### src/rtl/cpu_ctrl_pkg.sv
// Shared types and constants for the CPU step/run clock-enable controller.
package cpu_ctrl_pkg;

  typedef enum logic [1:0] {
    STEP_IDLE = 2'd0,
    RUN       = 2'd1,
    HALTED    = 2'd2
  } state_e;

  localparam int DEFAULT_RUN_PERIOD = 25000000;

endpackage

### src/rtl/key_sync_edge.sv
// Synchronises an asynchronous key level and emits a registered one-cycle pulse on its rising edge.
module key_sync_edge #(
  parameter int SYNC_STAGES = 2
) (
  input  logic clk,
  input  logic rst_n,
  input  logic d,
  output logic rise
);

  logic [SYNC_STAGES-1:0] sync_r;
  logic                   prev_r;
  logic                   rise_r;

  // Synchroniser chain, edge history and registered rise pulse
  always_ff @(posedge clk or negedge rst_n) begin
    if (!rst_n) begin
      sync_r <= '0;
      prev_r <= 1'b0;
      rise_r <= 1'b0;
    end else begin
      sync_r <= {sync_r[SYNC_STAGES-2:0], d};
      prev_r <= sync_r[SYNC_STAGES-1];
      rise_r <= sync_r[SYNC_STAGES-1] & ~prev_r;
    end
  end

  assign rise = rise_r;

endmodule

### src/rtl/cpu_step_ctrl.sv
// Step/run controller producing the single-cycle CPU clock-enable and an executed-instruction count.
module cpu_step_ctrl
  import cpu_ctrl_pkg::*;
#(
  parameter int SYNC_STAGES = 2,
  parameter int RUN_PERIOD  = DEFAULT_RUN_PERIOD,
  parameter int CNT_W       = 16
) (
  input  logic             clk,
  input  logic             rst_n,
  input  logic             step_key,
  input  logic             mode_key,
  input  logic             halt,
  output logic             cpu_en,
  output logic             run_mode,
  output logic             halted,
  output logic [CNT_W-1:0] step_cnt
);

  localparam int                PCNT_W    = $clog2(RUN_PERIOD);
  localparam logic [PCNT_W-1:0] PCNT_LAST = PCNT_W'(RUN_PERIOD - 1);

  logic              step_rise_s;
  logic              mode_rise_s;
  state_e            state_r;
  state_e            state_s;
  logic [PCNT_W-1:0] pcnt_r;
  logic [PCNT_W-1:0] pcnt_s;
  logic              pulse_s;
  logic              cpu_en_r;
  logic              run_mode_r;
  logic              halted_r;
  logic [CNT_W-1:0]  step_cnt_r;

  key_sync_edge #(.SYNC_STAGES(SYNC_STAGES)) u_step_sync (
    .clk   (clk),
    .rst_n (rst_n),
    .d     (step_key),
    .rise  (step_rise_s)
  );

  key_sync_edge #(.SYNC_STAGES(SYNC_STAGES)) u_mode_sync (
    .clk   (clk),
    .rst_n (rst_n),
    .d     (mode_key),
    .rise  (mode_rise_s)
  );

  // State and run-period counter registers
  always_ff @(posedge clk or negedge rst_n) begin
    if (!rst_n) begin
      state_r <= STEP_IDLE;
      pcnt_r  <= '0;
    end else begin
      state_r <= state_s;
      pcnt_r  <= pcnt_s;
    end
  end

  // Next state: halt outranks mode toggling; the period counter only runs while staying in RUN
  always_comb begin
    state_s = state_r;
    pcnt_s  = '0;
    case (state_r)
      STEP_IDLE: begin
        if (halt) begin
          state_s = HALTED;
        end else if (mode_rise_s) begin
          state_s = RUN;
        end else begin
          state_s = STEP_IDLE;
        end
      end
      RUN: begin
        if (halt) begin
          state_s = HALTED;
        end else if (mode_rise_s) begin
          state_s = STEP_IDLE;
        end else begin
          state_s = RUN;
          pcnt_s  = (pcnt_r == PCNT_LAST) ? '0 : pcnt_r + PCNT_W'(1'b1);
        end
      end
      HALTED: begin
        if (mode_rise_s && !halt) begin
          state_s = STEP_IDLE;
        end else begin
          state_s = HALTED;
        end
      end
      default: begin
        state_s = STEP_IDLE;
      end
    endcase
  end

  // Pulse decision: a step press or period tick, suppressed by halt or a mode toggle
  always_comb begin
    pulse_s = 1'b0;
    case (state_r)
      STEP_IDLE: begin
        if (!halt && !mode_rise_s && step_rise_s) begin
          pulse_s = 1'b1;
        end else begin
          pulse_s = 1'b0;
        end
      end
      RUN: begin
        if (!halt && !mode_rise_s && (pcnt_r == PCNT_LAST)) begin
          pulse_s = 1'b1;
        end else begin
          pulse_s = 1'b0;
        end
      end
      default: begin
        pulse_s = 1'b0;
      end
    endcase
  end

  // Registered outputs; status flags track the state being entered
  always_ff @(posedge clk or negedge rst_n) begin
    if (!rst_n) begin
      cpu_en_r   <= 1'b0;
      run_mode_r <= 1'b0;
      halted_r   <= 1'b0;
      step_cnt_r <= '0;
    end else begin
      cpu_en_r   <= pulse_s;
      run_mode_r <= (state_s == RUN);
      halted_r   <= (state_s == HALTED);
      if (pulse_s) begin
        step_cnt_r <= step_cnt_r + CNT_W'(1'b1);
      end
    end
  end

  assign cpu_en   = cpu_en_r;
  assign run_mode = run_mode_r;
  assign halted   = halted_r;
  assign step_cnt = step_cnt_r;

endmodule

### config.mk
export PLATFORM = sky130hd
export DESIGN_NAME = cpu_step_ctrl
export DESIGN_NICKNAME = d
export VERILOG_FILES = /design/src/rtl/cpu_ctrl_pkg.sv /design/src/rtl/key_sync_edge.sv /design/src/rtl/cpu_step_ctrl.sv
export SDC_FILE = /design/constraint.sdc
export NUM_CORES = 1
export LEC_CHECK = 0
export BUFFER_PORTS_ARGS = -buffer_cell sky130_fd_sc_hd__buf_2
export CAP_MARGIN = 30
export CORE_UTILIZATION = 45
export CTS_CLUSTER_DIAMETER = 200
export CTS_CLUSTER_SIZE = 24
export DETAILED_ROUTE_END_ITERATION = 7
export HOLD_SLACK_MARGIN = 0.08
export PLACE_DENSITY_LB_ADDON = 0.15
export SLEW_MARGIN = 20
export SYNTH_ARGS = -nofsm -noshare
export SYNTH_HDL_FRONTEND = slang
export SYNTH_SLANG_ARGS = --single-unit
### constraint.sdc
create_clock -name clk -period 2.45 [get_ports clk]
set_input_delay 0.3675 -clock clk [delete_from_list [all_inputs] [get_ports clk]]
set_output_delay 0.3675 -clock clk [all_outputs]
set_load 0.05 [all_outputs]
## Yosys cells after proc, flatten, opt, wreduce, memory -nomap -nowiden

Cells that the tools add are included.

- Bits in registers: 54
- Input bits: 5
- Output and inout port bits: 19
- Word-level logic and storage cells: 43

- Add/subtract/negate cells: 2
- Equality and inequality tests: 5
- Muxes and demuxes: 13
- Bitwise logic cells: 4
- Reductions and logical operators: 7

Operator list:

| kind | number |
|---|---|
| $mux W25 | 4 |
| $add A25 B1 Y25 const B | 1 |
| $eq A25 B25 Y1 const B | 1 |
| $add A16 B1 Y16 const B | 1 |
| $mux W2 | 3 |
| $pmux W2 S3 | 1 |
| $eq A2 B1 Y1 const B | 2 |
| $eq A2 B2 Y1 const B | 2 |
| $logic_and A1 B1 Y1 | 4 |
| $mux W1 | 4 |
| $and A1 B1 Y1 | 2 |
| $logic_not A1 Y1 | 2 |
| $logic_not A2 Y1 | 1 |
| $not A1 Y1 | 2 |
| $pmux W1 S2 | 1 |

## Longest topological paths before layout

Gate-level depths: netlist of run 1.

- Depth after elaboration: 5
- Gate-level depth with buffers: 7

## By module

From an unflattened synthesis of run 1, not the netlist that was laid out.

- Cells, all modules: 225
- Area total of the unflattened synthesis: 2,536.2 um^2

By module, submodules not included:

| module | times used | cells an instance | area an instance (um^2) |
|---|---|---|---|
| cpu_step_ctrl | 1 | 215 | 2,308.5 |
| key_sync_edge | 2 | 5 | 113.9 |

## Worst setup path after synthesis of run 1

No wires, ideal clock.

- Kind: reg2reg
- Start point: reg pcnt_r[0]
- End point: reg step_cnt_r[1], in the netlist step_cnt[1]
- Data arrival time: 1.685 ns
- Slack: 0.637 ns
- Stages on the path, launching flop included: 7
- Period minus slack after synthesis: 1.813 ns
- Cell sequence: dfrtp_1 > ha_1 > and2_1 > and3_4 > a31oi_4 > nor2_2 > mux2_1

- Word-level cells in the longest chain between the ends: 4

RTL lines:

| item | line | text |
|---|---|---|
| start, declared | cpu_step_ctrl.sv:27 | `logic [PCNT_W-1:0] pcnt_r;` |
| start signal, assigned | cpu_step_ctrl.sv:56 | `pcnt_r <= pcnt_s;` |
| $eq A25 B25 Y1 | cpu_step_ctrl.sv:109 | `if (!halt && !mode_rise_s && (pcnt_r == PCNT_LAST)) begin` |
| $logic_and A1 B1 Y1 | cpu_step_ctrl.sv:109 |  |
| $mux W1 | cpu_step_ctrl.sv:109 |  |
| $pmux W1 S2 | cpu_step_ctrl.sv:100 | `case (state_r)` |
| net pulse_s | cpu_step_ctrl.sv:29 | `logic pulse_s;` |
| end signal, assigned | cpu_step_ctrl.sv:133 | `step_cnt_r <= step_cnt_r + CNT_W'(1'b1);` |
| end, declared | cpu_step_ctrl.sv:33 | `logic [CNT_W-1:0] step_cnt_r;` |

The timed path passes the listed nets, and every way through them passes these cells.
A chain may end at the register's enable or synchronous reset.

## Final worst setup path of run 1

Ends and elaborated chain as after synthesis.

==> results.py, run 1 <==
metrics = {
    "logic_synthesis": {
        "ys_seq_area_share_pct": 55.3,
        "synth_area_per_cell_um2": 11.0,
        "syn_inst": 223,
        "synth_area_leaders": "dfrtp_1 (55%), xnor2_1 (8.2%), xor2_1 (5.4%)",
        "syn_nets": 230,
        "synth.largest_area_cell": "dfrtp_1",
        "yosysWarnings": 0,
        "synth_seq_cells": 54,
        "syn_area_um2": 2440,
        "yosysUniqueCellTypes": 35,
        "synth_top_area_share_pct": 55.3,
    },
    "floorplanning": {
        "start_util_pct": 47.2,
        "die-area_um2": 5730,
        "die_w_um": 75.7,
        "fp.dieH_um": 75.7,
        "row_count": 26,
        "io_pins": 24,
        "core_um2": 5170,
    },
    "worst_setup_path": {
        "critPathSlowestCell": "dfrtp_1",
        "cp_max_fo": 7,
        "path_depth": 6,
        "worst_r2r_path_depth": 6,
        "crit_family": "simple AND/OR/NAND/NOR gates",
        "path_class": "register to register",
        "crit_required_ps": 2650,
        "crit_chain": "ha_1, and2_1, and3_4, a31oi_4, nor2_2, mux2_1",
        "arrival_ps": 2140,
        "cp-start-kind": "register",
        "r2r_slack_ps": 500,
        "cp_num_buf_inv": 0,
        "end_kind": "register",
        "max_stage_delay_ps": 460,
    },
    "sta": {
        "final.setup.tns_ps": 0,
        "finalCriticalPeriod_ps": 1950,
        "rsz0062_at_grt": "no",
        "slew_headroom_pct": 55.0,
        "final_max_slew_viol_count": 0,
        "hold_viol_final": 0,
        "max_freq_mhz": 514,
        "fin_crit_sh_pct": 79.4,
        "clock_skew_ps": 9.56,
        "setup_violations": 0,
        "tightest_slew_ps": 675,
    },
    "min_path": {
        "hold_path_class": "primary input to async pin",
    },
    "placement": {
        "post-dp-hpwl_um": 2860,
        "place_area_um2": 2630,
        "port_buffers": 23,
        "globalplace.congestion": 0.811,
    },
    "grt": {
        "overflow": 0,
        "grt_pass1_vias": 1601,
        "antenna_found_initial": 0,
        "grt_use_total_pct": 17.1,
        "grt_pass1_wl_um": 7280,
        "grt_max_degree": 55,
    },
    "cts": {
        "cts_buffer_depth": 2,
        "cts_tree": "built",
        "post_cts_buffers": 0,
        "clkTransAtPathRegs_ps": 90,
        "htree_num_levels": 2,
        "clock_latency_ps": 300,
        "ctsHoldBuffers": 0,
        "cts_buffers": 5,
        "post_cts_resized": 0,
        "clock-sinks": 54,
        "root_buffer": "clkbuf_8",
    },
    "detailed_routing": {
        "post-route-drc-count": 0,
        "drtPass1Iterations": 4,
        "vias_per_cell": 5.12,
        "first_iter_violations": 39,
        "vias": 1637,
        "wl_per_cell_um": 13.3,
        "ant_nets": 0,
        "drt_wl_total_um": 4260,
    },
    "power": {
        "p_comb_share_pct": 11.6,
        "power.leakage_nw": 1.19,
        "intPower_mw": 1.20,
        "switchingPower_uw": 456,
        "power_frac_seq_pct": 57.8,
        "power.share.clock_pct": 30.5,
        "ir_drop_mv": 0.356,
        "swShare_pct": 27.5,
        "power.density_nw_per_um2": 609,
    },
    "cells_and_area": {
        "drive_above_1_share_pct": 16.4,
        "syn_to_final_growth_pct": 11.5,
        "nets": 256,
        "register_area_um2": 1350,
        "diodes": 0,
        "multi_input_area_um2": 1040,
        "fill_cells": 464,
        "final_area_um2": 2720,
    },
    "run_status": {
        "status": "finished, final reports clean",
    },
    "job": {
        "cap_violations": 0,
    },
}
-- cells by family (layout without fill, tap and decap cells) --
logic type      after synthesis  after routing  share of synthesized area, %
compound gates                9              9                          2.92
fa+ha+maj                     2              2                          1.02
buf+inv                      11             38                          1.95
flops                        54             54                          55.3
simple gates                108            108                          24.7
mux                           1              1                         0.461
xor+xnor                     38             38                          13.6
-- per-layer routing --
| layer | wire, µm | part of all wire, % | GRT usage [%] |
|---|---|---|---|
| met5 | 0 | 0 | 0 |
| met2 | 2040 | 48 | 28.4 |
| met3 | 144 | 3.4 | 4.50 |
| met1 | 2030 | 48 | 21.9 |
| met4 | 50 | 1.2 | 5.56 |
-- metrics by stage --
stage / power, mW / util (%) / worst slack (ps) / instances / hold slack [ps]
2_1_floorplan: 1.11 / - / 637 / 223 / 71.9
3_3_place_gp: 1.17 / 50.9 / 571 / 312 / 332
3_5_place_dp: 1.17 / 50.9 / 504 / 312 / 335
4_1_cts: 1.68 / 52.7 / 482 / 320 / 160
5_1_grt: 1.73 / 52.7 / 334 / 320 / 145
6_report: 1.66 / 52.7 / 504 / 320 / 154
-- layout by cell type, fill, tap and decap left out, types with 2 or more instances in the layout --
cell type / n
ha_1: 2
clkbuf_8: 6
and4_1: 3
buf_4: 2
nor3b_1: 3
buf_2: 23
and2_1: 2
nand2_1: 11
xor2_1: 15
nor2_1: 29
inv_1: 5
xnor2_1: 23
nor3_1: 13
or3_1: 2
a21oi_1: 4
nand4_1: 5
and3_1: 8
dfrtp_1: 54
nor4_1: 6
nand3_1: 15
nor2b_1: 3
-- power groups by stage --
| stage | clock [mW] | combinational (mW) | sequential, mW |
|---|---|---|---|
| after floorplan | 0 | 0.0453 | 1.06 |
| after global placement | 0 | 0.193 | 0.977 |
| after detailed placement | 0 | 0.197 | 0.978 |
| after CTS | 0.520 | 0.197 | 0.960 |
| after global routing | 0.553 | 0.212 | 0.966 |
| final | 0.506 | 0.193 | 0.959 |
-- path summary, 6_finish.rpt --
| path | from | endpoint |
|---|---|---|
| max in group asynchronous | rst_n | pcnt_r[14]$_DFF_PN0_ |
| min in group clk | step_key | u_step_sync.sync_r[0]$_DFF_PN0_ |
| min | rst_n | cpu_en$_DFF_PN0_ |
| max reg2reg | pcnt_r[0]$_DFF_PN0_ | step_cnt[1]$_DFFE_PN0P_ |
| min reg2reg | u_step_sync.sync_r[0]$_DFF_PN0_ | u_step_sync.sync_r[1]$_DFF_PN0_ |
| max | pcnt_r[0]$_DFF_PN0_ | step_cnt[1]$_DFFE_PN0P_ |
-- area by class of cell --
class,count,area share [%]
inverter,5,0.689
tap,70,3.22
clock inverter,1,0.184
clock buffer,7,3.17
multi-input combinational,158,38.4
timing repair buffer,25,4.78
sequential,54,49.6
-- registers in the layout (all words and copies together), names as in the netlist, 2 cells and up --
| signal | count |
|---|---|
| pcnt_r | 25 |
| state_r | 2 |
| step_cnt | 16 |
| u_step_sync.sync_r | 2 |
| u_mode_sync.sync_r | 2 |
-- Yosys cell counts --
master    instances
a211o_1           1
a21oi_1           4
a21oi_2           1
a31oi_4           1
and2_1            2
and3_1            8
and3_4            1
and4_1            3
and4_4            1
and4bb_1          1
buf_2             2
buf_4             1
clkbuf_1          3
dfrtp_1          54
ha_1              2
inv_1             5
mux2_1            1
nand2_1          11
nand3_1          15
nand4_1           5
nand4_2           1
nand4_4           1
nor2_1           29
nor2_2            1
nor2b_1           3
nor3_1           13
nor3b_1           3
nor4_1            6
nor4_2            1
nor4b_2           1
o211ai_1          1
o21ai_0           1
or3_1             2
xnor2_1          23
xor2_1           15
No activity file was read; power rests on OpenSTA's default activity.
==> run 2: changes to the inputs <==
==> constraint.sdc (replaced) <==
create_clock -name clk -period 2 [get_ports clk]
set_input_delay 0.3 -clock clk [delete_from_list [all_inputs] [get_ports clk]]
set_output_delay 0.3 -clock clk [all_outputs]
set_load 0.05 [all_outputs]
==> run 2 against run 1 <==
- first-iteration DRC count rose by 59%
- via count grew 1.5%
- die area is the same
- core utilization up 2.2 points
- register-to-register slack worse by 310 ps
- count of clock-buffer cells in the layout fell by 1
- clock power grew 75%
==> results.py, run 2 (synthesis results as in run 1) <==
metrics = {
    "run_status": {
        "status": "finished, final reports clean",
    },
    "sta": {
        "max_freq_mhz": 555,
        "final.setup.tns_ps": 0,
        "finalCriticalPeriod_ps": 1800,
        "setup_violations": 0,
        "tightest_slew_ps": 562,
        "fin_crit_sh_pct": 90.1,
        "rsz0062_at_grt": "no",
        "final_max_slew_viol_count": 0,
        "clock_skew_ps": 4.86,
        "hold_viol_final": 0,
        "slew_headroom_pct": 62.5,
    },
    "power": {
        "power.density_nw_per_um2": 812,
        "ir_drop_mv": 0.374,
        "power.leakage_nw": 1.24,
        "power_mw": 2.31,
    },
    "placement": {
        "port_buffers": 23,
        "post-dp-hpwl_um": 3070,
        "globalplace.congestion": 0.748,
    },
    "detailed_routing": {
        "vias": 1661,
        "post-route-drc-count": 0,
        "ant_nets": 0,
        "first_iter_violations": 62,
        "drt_wl_total_um": 4280,
        "wl_per_cell_um": 13.1,
        "vias_per_cell": 5.10,
        "drtPass1Iterations": 6,
    },
    "grt": {
        "grt_max_degree": 32,
        "antenna_found_initial": 0,
        "grt_pass1_vias": 1562,
        "overflow": 0,
        "grt_use_total_pct": 17.2,
        "grt_pass1_wl_um": 7270,
    },
    "floorplanning": {
        "start_util_pct": 47.2,
        "io_pins": 24,
        "fp.dieH_um": 75.7,
        "die-area_um2": 5730,
        "row_count": 26,
        "die_w_um": 75.7,
        "core_um2": 5170,
    },
    "cells_and_area": {
        "largest_reg_flops": 25,
        "nets": 262,
        "post-route-util_pct": 54.9,
        "syn_to_final_growth_pct": 16.2,
        "layout_commonest_cell": "dfrtp_1",
        "mostFrequentLayoutCells": "dfrtp_1 (54), nor2_1 (29), xnor2_1 (23), buf_2 (23)",
        "diodes": 0,
        "top_register": "pcnt_r",
        "fill_cells": 464,
        "drive_above_1_share_pct": 17.6,
    },
    "min_path": {
        "hold_path_class": "primary input to register",
    },
    "cts": {
        "ctsHoldBuffers": 2,
        "clock_latency_ps": 310,
        "cts_tree": "built",
        "clock-sinks": 54,
        "htree_num_levels": 2,
        "post_cts_buffers": 0,
        "clkTransAtPathRegs_ps": 90,
        "cts_buffer_depth": 2,
        "post_cts_resized": 0,
        "root_buffer": "clkbuf_8",
        "cts_buffers": 5,
    },
    "worst_setup_path": {
        "path_class": "register to register",
        "cp_max_fo": 7,
        "arrival_ps": 2000,
        "crit_required_ps": 2190,
        "cp-start-kind": "register",
        "end_kind": "register",
    },
    "job": {
        "cap_violations": 0,
    },
}
-- run 2: changes by cell type in the layout (fill, tap and decap cells not counted) --
cell | before | now
clkbuf_1 | 1 | 0
buf_12 | 0 | 1
clkinv_2 | 1 | 0
buf_4 | 2 | 4
bufinv_16 | 0 | 2
dlygate4sd3_1 | 0 | 3
-- run 2: layer usage --
layer / global-route usage [%] / wire, µm
met5: 0 / 0
met1: 22.4 / 2080
met4: 6.17 / 61
met3: 4.10 / 149
met2: 28.0 / 1990
-- run 2: worst max-delay path: stages, from the launching register on --
cell and delay, ps:
dfrtp_1 400, and3_1 350, and3_4 280, a31oi_4 130, nor2_2 190, mux2_1 340
-- run 2: final cells by class --
type                    instances  area (µm²)  area share (%)
flip-flops and latches         54        1350            47.6
multi-input cells             158        1040            36.8
repair buffers                 31         195            6.87
well taps                      70        87.6            3.08
clock buffers                   6        82.6            2.91
clock inverters                 2        60.1            2.11
inverters                       5        18.8           0.661
-- run 2: final timing paths --
| path | from | endpoint | slack (ps) | depth (start not counted) |
|---|---|---|---|---|
| setup / recovery | pcnt_r[2]$_DFF_PN0_ | step_cnt[1]$_DFFE_PN0P_ | 200 | 5 |
| hold / removal | halt | run_mode$_DFF_PN0_ | 200 | 2 |
| setup reg to reg | pcnt_r[2]$_DFF_PN0_ | step_cnt[1]$_DFFE_PN0P_ | 200 | 5 |
| hold reg to reg | u_mode_sync.sync_r[0]$_DFF_PN0_ | u_mode_sync.sync_r[1]$_DFF_PN0_ | 350 | 0 |
| max in group asynchronous | rst_n | pcnt_r[0]$_DFF_PN0_ | 940 | 3 |
| min in group asynchronous | rst_n | cpu_en$_DFF_PN0_ | 500 | 2 |
-- run 2: metrics by stage --
stage,hold slack (ps),worst slack [ps],instances,instance area (µm²)
floorplan,4.41,187,223,2440
global placement,329,255,315,2670
detailed placement,328,186,315,2670
CTS,81.3,170,325,2830
global route,199,24.7,326,2840
finish,202,198,326,2840
-- run 2: where the power goes --
part | leakage, nW | switching (mW) | internal, mW | total (mW)
clock | 0.0714 | 0.351 | 0.534 | 0.884
combinational | 0.452 | 0.182 | 0.0648 | 0.247
sequential | 0.720 | 0.0402 | 1.13 | 1.17
total | 1.24 | 0.573 | 1.73 | 2.31
==> run 3: changes to the inputs <==
--- a/config.mk
+++ b/config.mk
@@ -12,7 +12,8 @@
 export CTS_CLUSTER_SIZE = 24
 export DETAILED_ROUTE_END_ITERATION = 7
 export HOLD_SLACK_MARGIN = 0.08
-export PLACE_DENSITY_LB_ADDON = 0.15
+export PLACE_DENSITY_LB_ADDON = 0.25
+export REMOVE_ABC_BUFFERS = 1
 export SLEW_MARGIN = 20
 export SYNTH_ARGS = -nofsm -noshare
 export SYNTH_HDL_FRONTEND = slang
==> run 3 against run 2 <==
- clock power shrank 30%
- non-clock buffer count grew 1
- critical path depth is the same
- register-to-register slack is essentially flat
- design area shrank 1.6%
- worst setup slack lost 0.91 ps
- sequential share of layout area grew 0.77 points
- fmax is essentially flat
- core utilization shrank 0.87 points
- via count shrank 0.66%
- worst hold slack lost 10 ps
- total power shrank 12%
==> results.py, run 3 (synthesis results as in run 1) <==
metrics = {
    "cells_and_area": {
        "nets": 263,
        "drive_above_1_share_pct": 17.9,
        "top_register": "pcnt_r",
        "largest_reg_flops": 25,
        "final_area_um2": 2800,
        "mostFrequentLayoutCells": "dfrtp_1 (54), nor2_1 (29), xnor2_1 (23), buf_2 (23)",
        "diodes": 0,
        "layout_commonest_cell": "dfrtp_1",
        "syn_to_final_growth_pct": 14.4,
    },
    "power": {
        "swShare_pct": 28.9,
        "power.density_nw_per_um2": 728,
        "power.share.clock_pct": 30.3,
        "intPower_mw": 1.45,
        "ir_drop_mv": 0.414,
        "power_frac_seq_pct": 57.7,
        "power.leakage_nw": 1.22,
        "p_comb_share_pct": 12.0,
        "switchingPower_uw": 589,
    },
    "worst_setup_path": {
        "path_depth": 5,
        "cp-start-kind": "register",
        "crit_chain": "and3_1, and3_4, a31oi_4, nor2_2, mux2_1",
        "path_class": "register to register",
        "max_stage_delay_ps": 410,
        "crit_family": "simple AND/OR/NAND/NOR gates",
        "arrival_ps": 2000,
        "r2r_slack_ps": 200,
        "cp_max_fo": 7,
        "worst_r2r_path_depth": 5,
        "critPathSlowestCell": "dfrtp_1",
        "end_kind": "register",
        "crit_required_ps": 2200,
        "cp_num_buf_inv": 0,
    },
    "min_path": {
        "hold_depth": 2,
        "hold_path_class": "primary input to register",
    },
    "detailed_routing": {
        "drtPass1Iterations": 4,
        "post-route-drc-count": 0,
        "vias_per_cell": 5.05,
        "drt_wl_total_um": 4080,
        "vias": 1650,
        "first_iter_violations": 60,
        "ant_nets": 0,
        "wl_per_cell_um": 12.5,
    },
    "grt": {
        "grt_pass1_wl_um": 6950,
        "grt_max_degree": 33,
        "grt_use_total_pct": 16.4,
        "overflow": 0,
        "antenna_found_initial": 0,
        "grt_pass1_vias": 1530,
    },
    "sta": {
        "rsz0062_at_grt": "no",
        "hold_viol_final": 0,
        "final_max_slew_viol_count": 0,
        "tightest_slew_ps": 539,
        "finalCriticalPeriod_ps": 1800,
        "setup_violations": 0,
        "final.setup.tns_ps": 0,
        "max_freq_mhz": 555,
        "fin_crit_sh_pct": 90.1,
        "slew_headroom_pct": 64.1,
        "clock_skew_ps": 5.47,
    },
    "placement": {
        "post-dp-hpwl_um": 2860,
        "port_buffers": 23,
        "globalplace.congestion": 0.753,
        "place_area_um2": 2680,
    },
    "job": {
        "cap_violations": 0,
    },
    "cts": {
        "clock_latency_ps": 310,
        "root_buffer": "clkbuf_8",
        "clock-sinks": 54,
        "htree_num_levels": 2,
        "cts_buffers": 5,
        "cts_tree": "built",
        "clkTransAtPathRegs_ps": 100,
        "cts_buffer_depth": 2,
    },
    "floorplanning": {
        "start_util_pct": 47.2,
        "die-area_um2": 5730,
        "core_um2": 5170,
        "fp.dieH_um": 75.7,
        "die_w_um": 75.7,
        "row_count": 26,
        "io_pins": 24,
    },
    "run_status": {
        "status": "finished, final reports clean",
    },
}
run 3: final timing paths:
| path | startpoint | endpoint |
|---|---|---|
| max reg2reg | pcnt_r[2]$_DFF_PN0_ | step_cnt[1]$_DFFE_PN0P_ |
| max in group asynchronous | rst_n | pcnt_r[2]$_DFF_PN0_ |
| min in group asynchronous | rst_n | pcnt_r[10]$_DFF_PN0_ |
| min reg2reg | u_mode_sync.sync_r[0]$_DFF_PN0_ | u_mode_sync.sync_r[1]$_DFF_PN0_ |
| max | pcnt_r[2]$_DFF_PN0_ | step_cnt[1]$_DFFE_PN0P_ |
| min | halt | run_mode$_DFF_PN0_ |
run 3: routing by layer:
layer,vias to the layer above,GRT usage (%),wire (µm)
met4,0,6.79,56
met1,779,23.6,2120
met5,-,0,0
li1,828,-,-
met2,36,23.9,1740
met3,7,3.57,155
run 3: final cells by class:
type,count,area [µm²]
fill,447,2380
inverter,5,18.8
clock inverter,3,21.3
tap,70,87.6
sequential,54,1350
timing repair buffer,32,203
clock buffer,5,68.8
multi-input combinational,158,1040
run 3: power groups by stage:
stage,clock network [mW],logic [mW],registers [mW]
finish,0.616,0.244,1.17
global route,0.673,0.272,1.19
CTS,0.630,0.248,1.18
detailed placement,0,0.245,1.20
global placement,0,0.241,1.20
floorplan,0,0.0501,1.31
run 3: what timing repair did:
action / CTS / global route
hold endpoints to repair: 24 / 0
resized for setup: 0 / 0
hold buffers: 3 / 0
setup buffers: 0 / 0
run 3: stage by stage:
step / setup slack [ps] / instances / utilization, % / hold slack, ps / power [mW]
3_5_place_dp: 207 / 316 / 51.7 / 318 / 1.44
6_report: 198 / 327 / 54.0 / 192 / 2.03
5_1_grt: 65.4 / 327 / 54.0 / 190 / 2.13
2_1_floorplan: 99.2 / 217 / - / 4.41 / 1.36
4_1_cts: 196 / 327 / 54.0 / 187 / 2.05
3_3_place_gp: 258 / 316 / 51.7 / 318 / 1.44
run 3: worst reg2reg max path: stages (launching register included):
cell	delay [ps]
dfrtp_1	410
and3_1	370
and3_4	280
a31oi_4	130
nor2_2	170
mux2_1	330
